$ cat config.mk
export PLATFORM = sky130hd
export DESIGN_NAME = fetch_req_arbiter
export DESIGN_NICKNAME = d
export VERILOG_FILES = /design/src/rtl/fetch_req_arbiter_pkg.sv /design/src/rtl/fetch_req_tag_fifo.sv /design/src/rtl/fetch_req_arbiter.sv
export SDC_FILE = /design/constraint.sdc
export NUM_CORES = 1
export LEC_CHECK = 0
export CAP_MARGIN = 20
export CELL_PAD_IN_SITES_DETAIL_PLACEMENT = 1
export CELL_PAD_IN_SITES_GLOBAL_PLACEMENT = 1
export CORE_MARGIN = 4
export CORE_UTILIZATION = 42
export CTS_BUF_LIST = sky130_fd_sc_hd__clkbuf_2 sky130_fd_sc_hd__clkbuf_4 sky130_fd_sc_hd__clkbuf_8
export DETAILED_ROUTE_END_ITERATION = 6
export GPL_TIMING_DRIVEN = 1
export PLACE_DENSITY_LB_ADDON = 0.3
export SLEW_MARGIN = 5
export SYNTH_ARGS = -nofsm -noshare
export SYNTH_HDL_FRONTEND = slang
export SYNTH_SLANG_ARGS = --single-unit
$ cat constraint.sdc
create_clock -name clk -period 22 [get_ports clk]
set_input_delay 2.2 -clock clk [delete_from_list [all_inputs] [get_ports clk]]
set_output_delay 2.2 -clock clk [all_outputs]
set_load 0.02 [all_outputs]
$ cat src/rtl/fetch_req_arbiter_pkg.sv
// fetch_req_arbiter_pkg: shared widths, FSM encoding and requester ids for the fetch request arbiter
package fetch_req_arbiter_pkg;
  localparam int DEF_PC_WIDTH     = 32;
  localparam int DEF_OFFSET_WIDTH = 4;
  localparam int DEF_INDEX_WIDTH  = 8;
  typedef enum logic [1:0] {ST_IDLE = 2'd0, ST_REQ = 2'd1, ST_SLEEP = 2'd2} arb_state_e;
  typedef enum logic [1:0] {RQ_REDIRECT = 2'd0, RQ_DEMAND = 2'd1, RQ_PF = 2'd2} req_id_e;
endpackage

$ cat src/rtl/fetch_req_tag_fifo.sv
// fetch_req_tag_fifo: ordered in-flight request FIFO with per-entry stale bits and live-entry count
module fetch_req_tag_fifo
  import fetch_req_arbiter_pkg::*;
#(
  parameter int DW    = 32,
  parameter int DEPTH = 4,
  localparam int AW   = $clog2(DEPTH)
) (
  input  logic          clk,
  input  logic          rst,
  input  logic          push_i,
  input  logic          pop_i,
  input  logic          mark_all_stale_i,
  input  logic [DW-1:0] push_data_i,
  output logic          full_o,
  output logic          empty_o,
  output logic [AW:0]   count_o,
  output logic [AW:0]   live_count_o,
  output logic [DW-1:0] head_o,
  output logic          head_stale_o
);
  logic [DW-1:0]    mem_q [DEPTH];
  logic [DEPTH-1:0] stale_q, stale_d;
  logic [AW-1:0]    wr_q, rd_q;
  logic [AW:0]      cnt_q;
  assign full_o       = cnt_q == (AW+1)'(DEPTH);
  assign empty_o      = cnt_q == '0;
  assign count_o      = cnt_q;
  assign head_o       = mem_q[rd_q];
  assign head_stale_o = stale_q[rd_q];
  // marking wins over a same-cycle push so an entry accepted alongside a redirect is already stale
  always_comb begin
    stale_d      = stale_q;
    live_count_o = '0;
    for (int i = 0; i < DEPTH; i++) begin
      stale_d[i] = mark_all_stale_i | (stale_q[i] & ~(push_i && wr_q == AW'(i)));
      if ({1'b0, AW'(AW'(i) - rd_q)} < cnt_q && !stale_q[i]) live_count_o = live_count_o + 1'b1;
    end
  end
  always_ff @(posedge clk or posedge rst) begin
    if (rst) begin
      wr_q    <= '0;
      rd_q    <= '0;
      cnt_q   <= '0;
      stale_q <= '0;
    end else begin
      wr_q    <= wr_q + AW'(push_i);
      rd_q    <= rd_q + AW'(pop_i);
      cnt_q   <= cnt_q + {{AW{1'b0}}, push_i} - {{AW{1'b0}}, pop_i};
      stale_q <= stale_d;
    end
  end
  always_ff @(posedge clk) begin
    if (push_i) mem_q[wr_q] <= push_data_i;
  end
endmodule

$ cat src/rtl/fetch_req_arbiter.sv
// fetch_req_arbiter: redirect > demand > prefetch scheduler onto the L1I port with stale-response filtering.
// Prefetch requester is enabled by defining FETCH_ARB_PREFETCH_EN.
module fetch_req_arbiter
  import fetch_req_arbiter_pkg::*;
#(
  parameter int PC_WIDTH          = DEF_PC_WIDTH,
  parameter int L1I_OFFSET_WIDTH  = DEF_OFFSET_WIDTH,
  parameter int L1I_INDEX_WIDTH   = DEF_INDEX_WIDTH,
  parameter int L1I_TAG_WIDTH     = PC_WIDTH - L1I_OFFSET_WIDTH - L1I_INDEX_WIDTH,
  parameter int FETCH_WIDTH       = 128,
  parameter int OUTSTANDING_DEPTH = 4,
  parameter int CREDIT_WIDTH      = 3,
  localparam int CNT_W            = $clog2(OUTSTANDING_DEPTH) + 1
) (
  input  logic                        clk,
  input  logic                        rst,
  input  logic                        redirect_vld_i,
  input  logic [PC_WIDTH-1:0]         redirect_pc_i,
  input  logic                        demand_vld_i,
  input  logic [PC_WIDTH-1:0]         demand_pc_i,
  input  logic                        pf_vld_i,
  input  logic [PC_WIDTH-1:0]         pf_pc_i,
  output logic                        demand_ack_o,
  output logic                        pf_ack_o,
  input  logic                        wfi_i,
  input  logic [CREDIT_WIDTH-1:0]     buf_free_lines_i,
  output logic                        fetch_l1i_if_req_vld_o,
  input  logic                        fetch_l1i_if_req_rdy_i,
  output logic [L1I_INDEX_WIDTH-1:0]  fetch_l1i_if_req_index_o,
  output logic [L1I_OFFSET_WIDTH-1:0] fetch_l1i_if_req_offset_o,
  output logic [L1I_TAG_WIDTH-1:0]    fetch_l1i_if_req_vtag_o,
  input  logic                        l1i_fetch_if_resp_vld_i,
  input  logic [FETCH_WIDTH-1:0]      l1i_fetch_if_resp_data_i,
  output logic                        ib_refill_vld_o,
  output logic [FETCH_WIDTH-1:0]      ib_refill_data_o,
  output logic [PC_WIDTH-1:0]         ib_refill_pc_o,
  output logic                        ib_refill_demand_o,
  output logic [CNT_W-1:0]            outstanding_o
);
`ifdef FETCH_ARB_PREFETCH_EN
  localparam int DW = PC_WIDTH + 1;
`else
  localparam int DW = PC_WIDTH;
`endif
  arb_state_e          state_q, state_d;
  req_id_e             win;
  logic [PC_WIDTH-1:0] hold_pc_q, hold_pc_d, win_pc;
  logic [PC_WIDTH-1:0] refill_pc_q;
  logic [FETCH_WIDTH-1:0] refill_data_q;
  logic                refill_vld_q;
  logic                fifo_full, fifo_empty, head_stale;
  logic [CNT_W-1:0]    live_cnt;
  logic [DW-1:0]       head, push_data;
  logic                credit_ok, req_vld, accept, slot_free, issue_ok, pf_req, capture, pop, fwd;
  assign credit_ok = 32'(live_cnt) < 32'(buf_free_lines_i);
  assign req_vld   = state_q == ST_REQ && !fifo_full && credit_ok;
  assign accept    = req_vld && fetch_l1i_if_req_rdy_i;
  assign slot_free = state_q == ST_IDLE || accept;
  assign issue_ok  = slot_free && !wfi_i && !fifo_full && credit_ok;
  assign win       = redirect_vld_i ? RQ_REDIRECT : demand_vld_i ? RQ_DEMAND : RQ_PF;
  assign capture   = redirect_vld_i || (issue_ok && (demand_vld_i || pf_req));
  assign demand_ack_o = capture && win == RQ_DEMAND;
  assign pop       = l1i_fetch_if_resp_vld_i && !fifo_empty;
  assign fwd       = pop && !head_stale && !redirect_vld_i;
`ifdef FETCH_ARB_PREFETCH_EN
  logic hold_dem_q, refill_dem_q;
  assign pf_req    = pf_vld_i;
  assign pf_ack_o  = capture && win == RQ_PF;
  assign win_pc    = win == RQ_REDIRECT ? redirect_pc_i : win == RQ_DEMAND ? demand_pc_i : pf_pc_i;
  assign push_data = {hold_dem_q, hold_pc_q};
  assign ib_refill_demand_o = refill_dem_q;
  always_ff @(posedge clk or posedge rst) begin
    if (rst) begin
      hold_dem_q   <= 1'b0;
      refill_dem_q <= 1'b0;
    end else begin
      if (capture) hold_dem_q <= win != RQ_PF;
      if (fwd) refill_dem_q <= head[DW-1];
    end
  end
`else
  logic unused_pf;
  assign unused_pf = ^{pf_vld_i, pf_pc_i};
  assign pf_req    = 1'b0;
  assign pf_ack_o  = 1'b0;
  assign win_pc    = redirect_vld_i ? redirect_pc_i : demand_pc_i;
  assign push_data = hold_pc_q;
  assign ib_refill_demand_o = 1'b1;
`endif
  assign fetch_l1i_if_req_vld_o    = req_vld;
  assign fetch_l1i_if_req_offset_o = hold_pc_q[L1I_OFFSET_WIDTH-1:0];
  assign fetch_l1i_if_req_index_o  = hold_pc_q[L1I_OFFSET_WIDTH +: L1I_INDEX_WIDTH];
  assign fetch_l1i_if_req_vtag_o   = hold_pc_q[PC_WIDTH-1 -: L1I_TAG_WIDTH];
  assign ib_refill_vld_o  = refill_vld_q;
  assign ib_refill_data_o = refill_data_q;
  assign ib_refill_pc_o   = refill_pc_q;
  // a redirect always lands in the holding register, discarding any unaccepted request
  always_comb begin
    state_d   = state_q;
    hold_pc_d = hold_pc_q;
    if (capture) begin
      state_d   = wfi_i ? ST_SLEEP : ST_REQ;
      hold_pc_d = win_pc;
    end else if (accept) state_d = ST_IDLE;
    else if (state_q == ST_REQ && wfi_i) state_d = ST_SLEEP;
    else if (state_q == ST_SLEEP && !wfi_i) state_d = ST_REQ;
  end
  always_ff @(posedge clk or posedge rst) begin
    if (rst) begin
      state_q       <= ST_IDLE;
      hold_pc_q     <= '0;
      refill_vld_q  <= 1'b0;
      refill_data_q <= '0;
      refill_pc_q   <= '0;
    end else begin
      state_q      <= state_d;
      hold_pc_q    <= hold_pc_d;
      refill_vld_q <= fwd;
      if (fwd) begin
        refill_data_q <= l1i_fetch_if_resp_data_i;
        refill_pc_q   <= head[PC_WIDTH-1:0];
      end
    end
  end
  fetch_req_tag_fifo #(.DW(DW), .DEPTH(OUTSTANDING_DEPTH)) u_fifo (
    .clk              (clk),
    .rst              (rst),
    .push_i           (accept),
    .pop_i            (pop),
    .mark_all_stale_i (redirect_vld_i),
    .push_data_i      (push_data),
    .full_o           (fifo_full),
    .empty_o          (fifo_empty),
    .count_o          (outstanding_o),
    .live_count_o     (live_cnt),
    .head_o           (head),
    .head_stale_o     (head_stale)
  );
  resp_needs_request: assert property (@(posedge clk) disable iff (rst)
    !(l1i_fetch_if_resp_vld_i && fifo_empty)) else $error("l1i response with no request in flight");
endmodule

==> results.md <==
- For this run, the register share of the synthesized area comes to 0.676.
- The via count of the first global-routing pass is roughly 9700.
- Summing all multi-input logic gate instances after layout gives 4020 sq um.
- The minimum clock period after layout is roughly 8.7 ns.
- The detail route stage leaves a number of antenna-violating nets equal to 0.
- The floorplan has 64 rows.
- The standard cell area after detailed placement is 17700 sq um.
- The die is approximately 190 microns wide.
- In this run the static leakage power is 7.50 nW.
- The total congestion overflow after global routing is 0.
- Of the cells placed in the final design, the portion with a size suffix greater than 1 is 0.227.
- The area growth from synthesis to layout is 41.6%.
- The global router's overall resource usage is 0.209.
- The required time of the critical path is between 15 and 20 ns.
- The pre-antenna-repair detailed-routing pass consisted of 6 iterations.
- Counting instances in the post-synthesis netlist gives the leading cell types as sky130_fd_sc_hd__dfrtp_1, sky130_fd_sc_hd__mux2_2, sky130_fd_sc_hd__edfxtp_1.
- The number of nets handed over by synthesis was around 1100.
- The most critical setup path has its startpoint at u_fifo.rd_q[1]$_DFF_PP0_.
- The initial utilization of the core area, before any placement, comes to 0.430.
- Across the whole layout, storage elements account for about 9000 sq um.
- The maximum fanout count along the critical path is 37.
- The detailed placement HPWL is between 20000 and 30000 microns.
- The clock insertion delay at the later pin of the skew report is about 0.57 ns.
- The count of unresolved DRC violations after routing is 0.
- The number of port buffers is about 400.
- The floorplan core area is slightly above 30000 sq um.
- After detailed routing, the number of vias per cell comes to 5.21.
- Counting instances, the worst hold path has a depth of 1.
- IR analysis of the VDD net gives a maximum drop of 0.0763 mV.
- In this run the deepest clock path goes through 3 buffers.
- The critical path class is register to output port.
- The H-tree level count is 2.
- The TritonCTS clock tree is done.
- The routed length per instance is roughly 22 microns.
- Buffers added to address setup during post-CTS repair amount to 0.
- The proportion of register bits with asynchronous set or reset after synthesis is 0.617.
- The root buffer cell is sky130_fd_sc_hd__clkbuf_8.
- The final non-filler cell total is around 1700.
- The final total negative setup slack is 0 ns.
- Among all cell types in the netlist, the one instantiated most often is sky130_fd_sc_hd__dfrtp_1.
- The startpoint class of the critical path is a register.
- The worst register-to-register path ends at u_fifo.mem_q[2][15]$_DFFE_PP_.
- The post-synthesis cell type count is around 50.
- The count of pins on the block boundary is ~440.
- The congestion estimate from routability-driven global placement came to roughly 0.76.
- In this run the cell area of the synthesized design comes to 13300 sq um.
- The number of flops mapped to enable cells by yosys is approximately 130.
- STA classifies the critical path endpoint as an output port.
- The min-delay analysis places its worst path in the category register to register.
- Of all cell types, the one taking the most synthesized area is sky130_fd_sc_hd__dfrtp_1.
- Across all register-to-register paths, the minimum setup slack is 15.32 ns.
- CTS saw about 330 sinks.
- The average cell area after synthesis is roughly 16 sq um.
- The final wirelength is around 37000 microns.
- The cell count after synthesis is just over 800.
- The routed layout has 8698 vias.
- The die covers approximately 35000 sq um.
- The clock tree skew after final layout is between 0.02 and 0.025 ns.
- The count of yosys warnings during synthesis is 0.
- The final-report hold violation count is 0.
- After synthesis, the cell types taking the most area are sky130_fd_sc_hd__dfrtp_1, sky130_fd_sc_hd__edfxtp_1, sky130_fd_sc_hd__mux2_2.
- The share of the clock period used by the worst path is 0.395.
- The run finished with clean final reports.
- The data arrival time of the worst path is ~6.5 ns.
- Dividing total power by cell area gives a power density of 123 nW/um^2.
- The startpoint of the most critical register-to-register path is u_fifo.rd_q[1]$_DFF_PP0_.
- Setup repair after global routing left no endpoint under its margin.
- The number of pins with negative max-slew slack in the final report is 0.
- The number of gates resized after CTS was 0.
- Setup violations remaining at the end of the flow were counted as 0.
- The wire length of the first global-routing pass is 55900 microns.
- The top-area cell type share of the netlist area is 0.387.
- In this run, synthesis produced a sequential element count of ~330.
- The most instantiated flip-flop cell in the synthesis netlist is sky130_fd_sc_hd__dfrtp_1.
- Timing would allow up to between 100 and 150 MHz.
- The number of placed instances, taps included, is between 1500 and 2000.
- Across the run, the number of max-cap violations was 0.
- Measured in cells, the most critical reg-to-reg path has a length of 19.
- The power after layout is 2.32 mW.
- Measured against its own limit, the worst slew margin works out to 0.299.
- For the pin with the worst max-slew slack, the measured transition is 1.05 ns.
- The detailed router's first-iteration violation count is about 340.
- The number of clock buffers added by TritonCTS is 55.
- Once layout is done, the placed cells without fillers occupy 18800 sq um.
- The die is ~190 microns tall.
- At the end of the flow, the number of nets in the layout was about 1500.
- The capture point of the critical path is demand_ack_o.
- The clock-pin transition on the worst setup and hold timing paths is roughly 0.06 ns.
- Entering global routing, the biggest net connects about 140 pins.
- The total of fill cells in the finished design is slightly below 3000.
- The initial antenna violation count is 6.
- The cts-stage hold buffer count is 0.
-- metrics by stage --
step	hold slack, ns	setup slack, ns	utilization
6_report	0.485	13.32	0.609
2_1_floorplan	0.467	14.18	-
3_5_place_dp	0.476	13.88	0.572
5_1_grt	0.493	12.83	0.609
3_3_place_gp	0.466	13.99	0.571
4_1_cts	0.489	13.21	0.609
-- how the worst min path moves through the flow --
stage,start,endpoint,slack (ns)
3_3_place_gp,ib_refill_data_o[104]$_DFFE_PP0P_,ib_refill_data_o[104]$_DFFE_PP0P_,0.47
5_1_grt,ib_refill_data_o[110]$_DFFE_PP0P_,ib_refill_data_o[110]$_DFFE_PP0P_,0.49
3_5_place_dp,ib_refill_data_o[1]$_DFFE_PP0P_,ib_refill_data_o[1]$_DFFE_PP0P_,0.48
2_1_floorplan,u_fifo.rd_q[0]$_DFF_PP0_,u_fifo.rd_q[0]$_DFF_PP0_,0.47
4_1_cts,ib_refill_data_o[110]$_DFFE_PP0P_,ib_refill_data_o[110]$_DFFE_PP0P_,0.49
6_report,ib_refill_pc_o[14]$_DFFE_PP0P_,ib_refill_pc_o[14]$_DFFE_PP0P_,0.49
-- final cells by class --
cell class              instances  share of cell area
clock inverters                13             0.00272
multi-input cells             405               0.214
diodes                          2            0.000266
flip-flops and latches        334               0.478
repair buffers                409               0.217
well taps                     396              0.0263
inverters                      19             0.00419
clock buffers                  90              0.0578
-- cell usage in the layout, fill, tap and decap left out, types with 2 or more instances in the layout --
| cell | netlist | final |
|---|---|---|
| sky130_fd_sc_hd__mux2_1 | 31 | 31 |
| sky130_fd_sc_hd__clkbuf_4 | 0 | 24 |
| sky130_fd_sc_hd__nor2_1 | 39 | 37 |
| sky130_fd_sc_hd__mux2_2 | 131 | 131 |
| sky130_fd_sc_hd__diode_2 | 0 | 2 |
| sky130_fd_sc_hd__o32a_1 | 2 | 2 |
| sky130_fd_sc_hd__ha_1 | 13 | 13 |
| sky130_fd_sc_hd__conb_1 | 2 | 2 |
| sky130_fd_sc_hd__inv_1 | 18 | 16 |
| sky130_fd_sc_hd__nor3_2 | 0 | 2 |
| sky130_fd_sc_hd__nor2b_1 | 2 | 2 |
| sky130_fd_sc_hd__o22a_1 | 2 | 2 |
| sky130_fd_sc_hd__edfxtp_1 | 128 | 128 |
| sky130_fd_sc_hd__xor2_1 | 4 | 4 |
| sky130_fd_sc_hd__inv_2 | 1 | 2 |
| sky130_fd_sc_hd__nor2_4 | 0 | 2 |
| sky130_fd_sc_hd__clkinv_2 | 0 | 2 |
| sky130_fd_sc_hd__dfrtp_1 | 206 | 204 |
| sky130_fd_sc_hd__or3_1 | 2 | 2 |
| sky130_fd_sc_hd__nand3_1 | 35 | 34 |
| sky130_fd_sc_hd__a21oi_1 | 5 | 5 |
| sky130_fd_sc_hd__nand2_1 | 7 | 7 |
| sky130_fd_sc_hd__o211ai_1 | 32 | 32 |
| sky130_fd_sc_hd__clkbuf_8 | 0 | 66 |
| sky130_fd_sc_hd__mux4_2 | 33 | 33 |
| sky130_fd_sc_hd__buf_4 | 6 | 9 |
| sky130_fd_sc_hd__clkdlybuf4s50_1 | 0 | 399 |
| sky130_fd_sc_hd__dfrtp_2 | 0 | 2 |
| sky130_fd_sc_hd__a31oi_1 | 33 | 33 |
| sky130_fd_sc_hd__xnor2_1 | 3 | 3 |
| sky130_fd_sc_hd__o21ai_0 | 4 | 4 |
| sky130_fd_sc_hd__clkinv_1 | 0 | 11 |
-- where the power goes --
part	total, mW	internal [mW]	switching, mW
logic	0.843	0.437	0.406
registers	0.924	0.814	0.110
clock network	0.548	0.311	0.238
total	2.32	1.56	0.753
-- sequential cells by signal, indices dropped and copies added (netlist names) --
register,count
hold_pc_q,32
ib_refill_vld_o,1
state_q,2
u_fifo.mem_q,128
u_fifo.wr_q,2
u_fifo.count_o,3
u_fifo.stale_q,4
ib_refill_data_o,128
ib_refill_pc_o,32
u_fifo.rd_q,2
-- metal layers --
metal,routed length (microns),GRT usage,up-vias
met5,51,0,-
met3,2760,0.0547,67
met4,867,0.0609,8
met1,14200,0.257,4424
li1,-,-,3886
met2,19100,0.365,313
-- kinds of logic after synthesis --
group,count (synthesis),synth area share
AO/OA/AOI/OAI,87,0.0496
multiplexers,197,0.195
adder cells (fa/ha/maj),14,0.0137
flip-flops,334,0.676
buffers and inverters,73,0.0240
other,2,0.000564
AND/OR/NAND/NOR,97,0.0345
XOR/XNOR,8,0.00583
-- worst max-delay path: stages (launching register included) --
cell,delay [ns]
sky130_fd_sc_hd__dfrtp_2,1.06
sky130_fd_sc_hd__inv_1,0.11
sky130_fd_sc_hd__ha_1,0.33
sky130_fd_sc_hd__a21oi_1,0.05
sky130_fd_sc_hd__nor2_1,0.12
sky130_fd_sc_hd__nor2_1,0.05
sky130_fd_sc_hd__or2_2,0.30
sky130_fd_sc_hd__inv_1,0.06
sky130_fd_sc_hd__ha_1,0.26
sky130_fd_sc_hd__xnor2_2,0.35
sky130_fd_sc_hd__inv_1,0.09
sky130_fd_sc_hd__ha_1,0.19
sky130_fd_sc_hd__nand2_1,0.07
sky130_fd_sc_hd__xor2_1,0.16
sky130_fd_sc_hd__ha_1,0.30
sky130_fd_sc_hd__a2111oi_4,0.50
sky130_fd_sc_hd__nand3_2,0.88
sky130_fd_sc_hd__a21oi_1,0.39
sky130_fd_sc_hd__clkdlybuf4s50_1,0.64
Power figures use the tool's default switching activity.
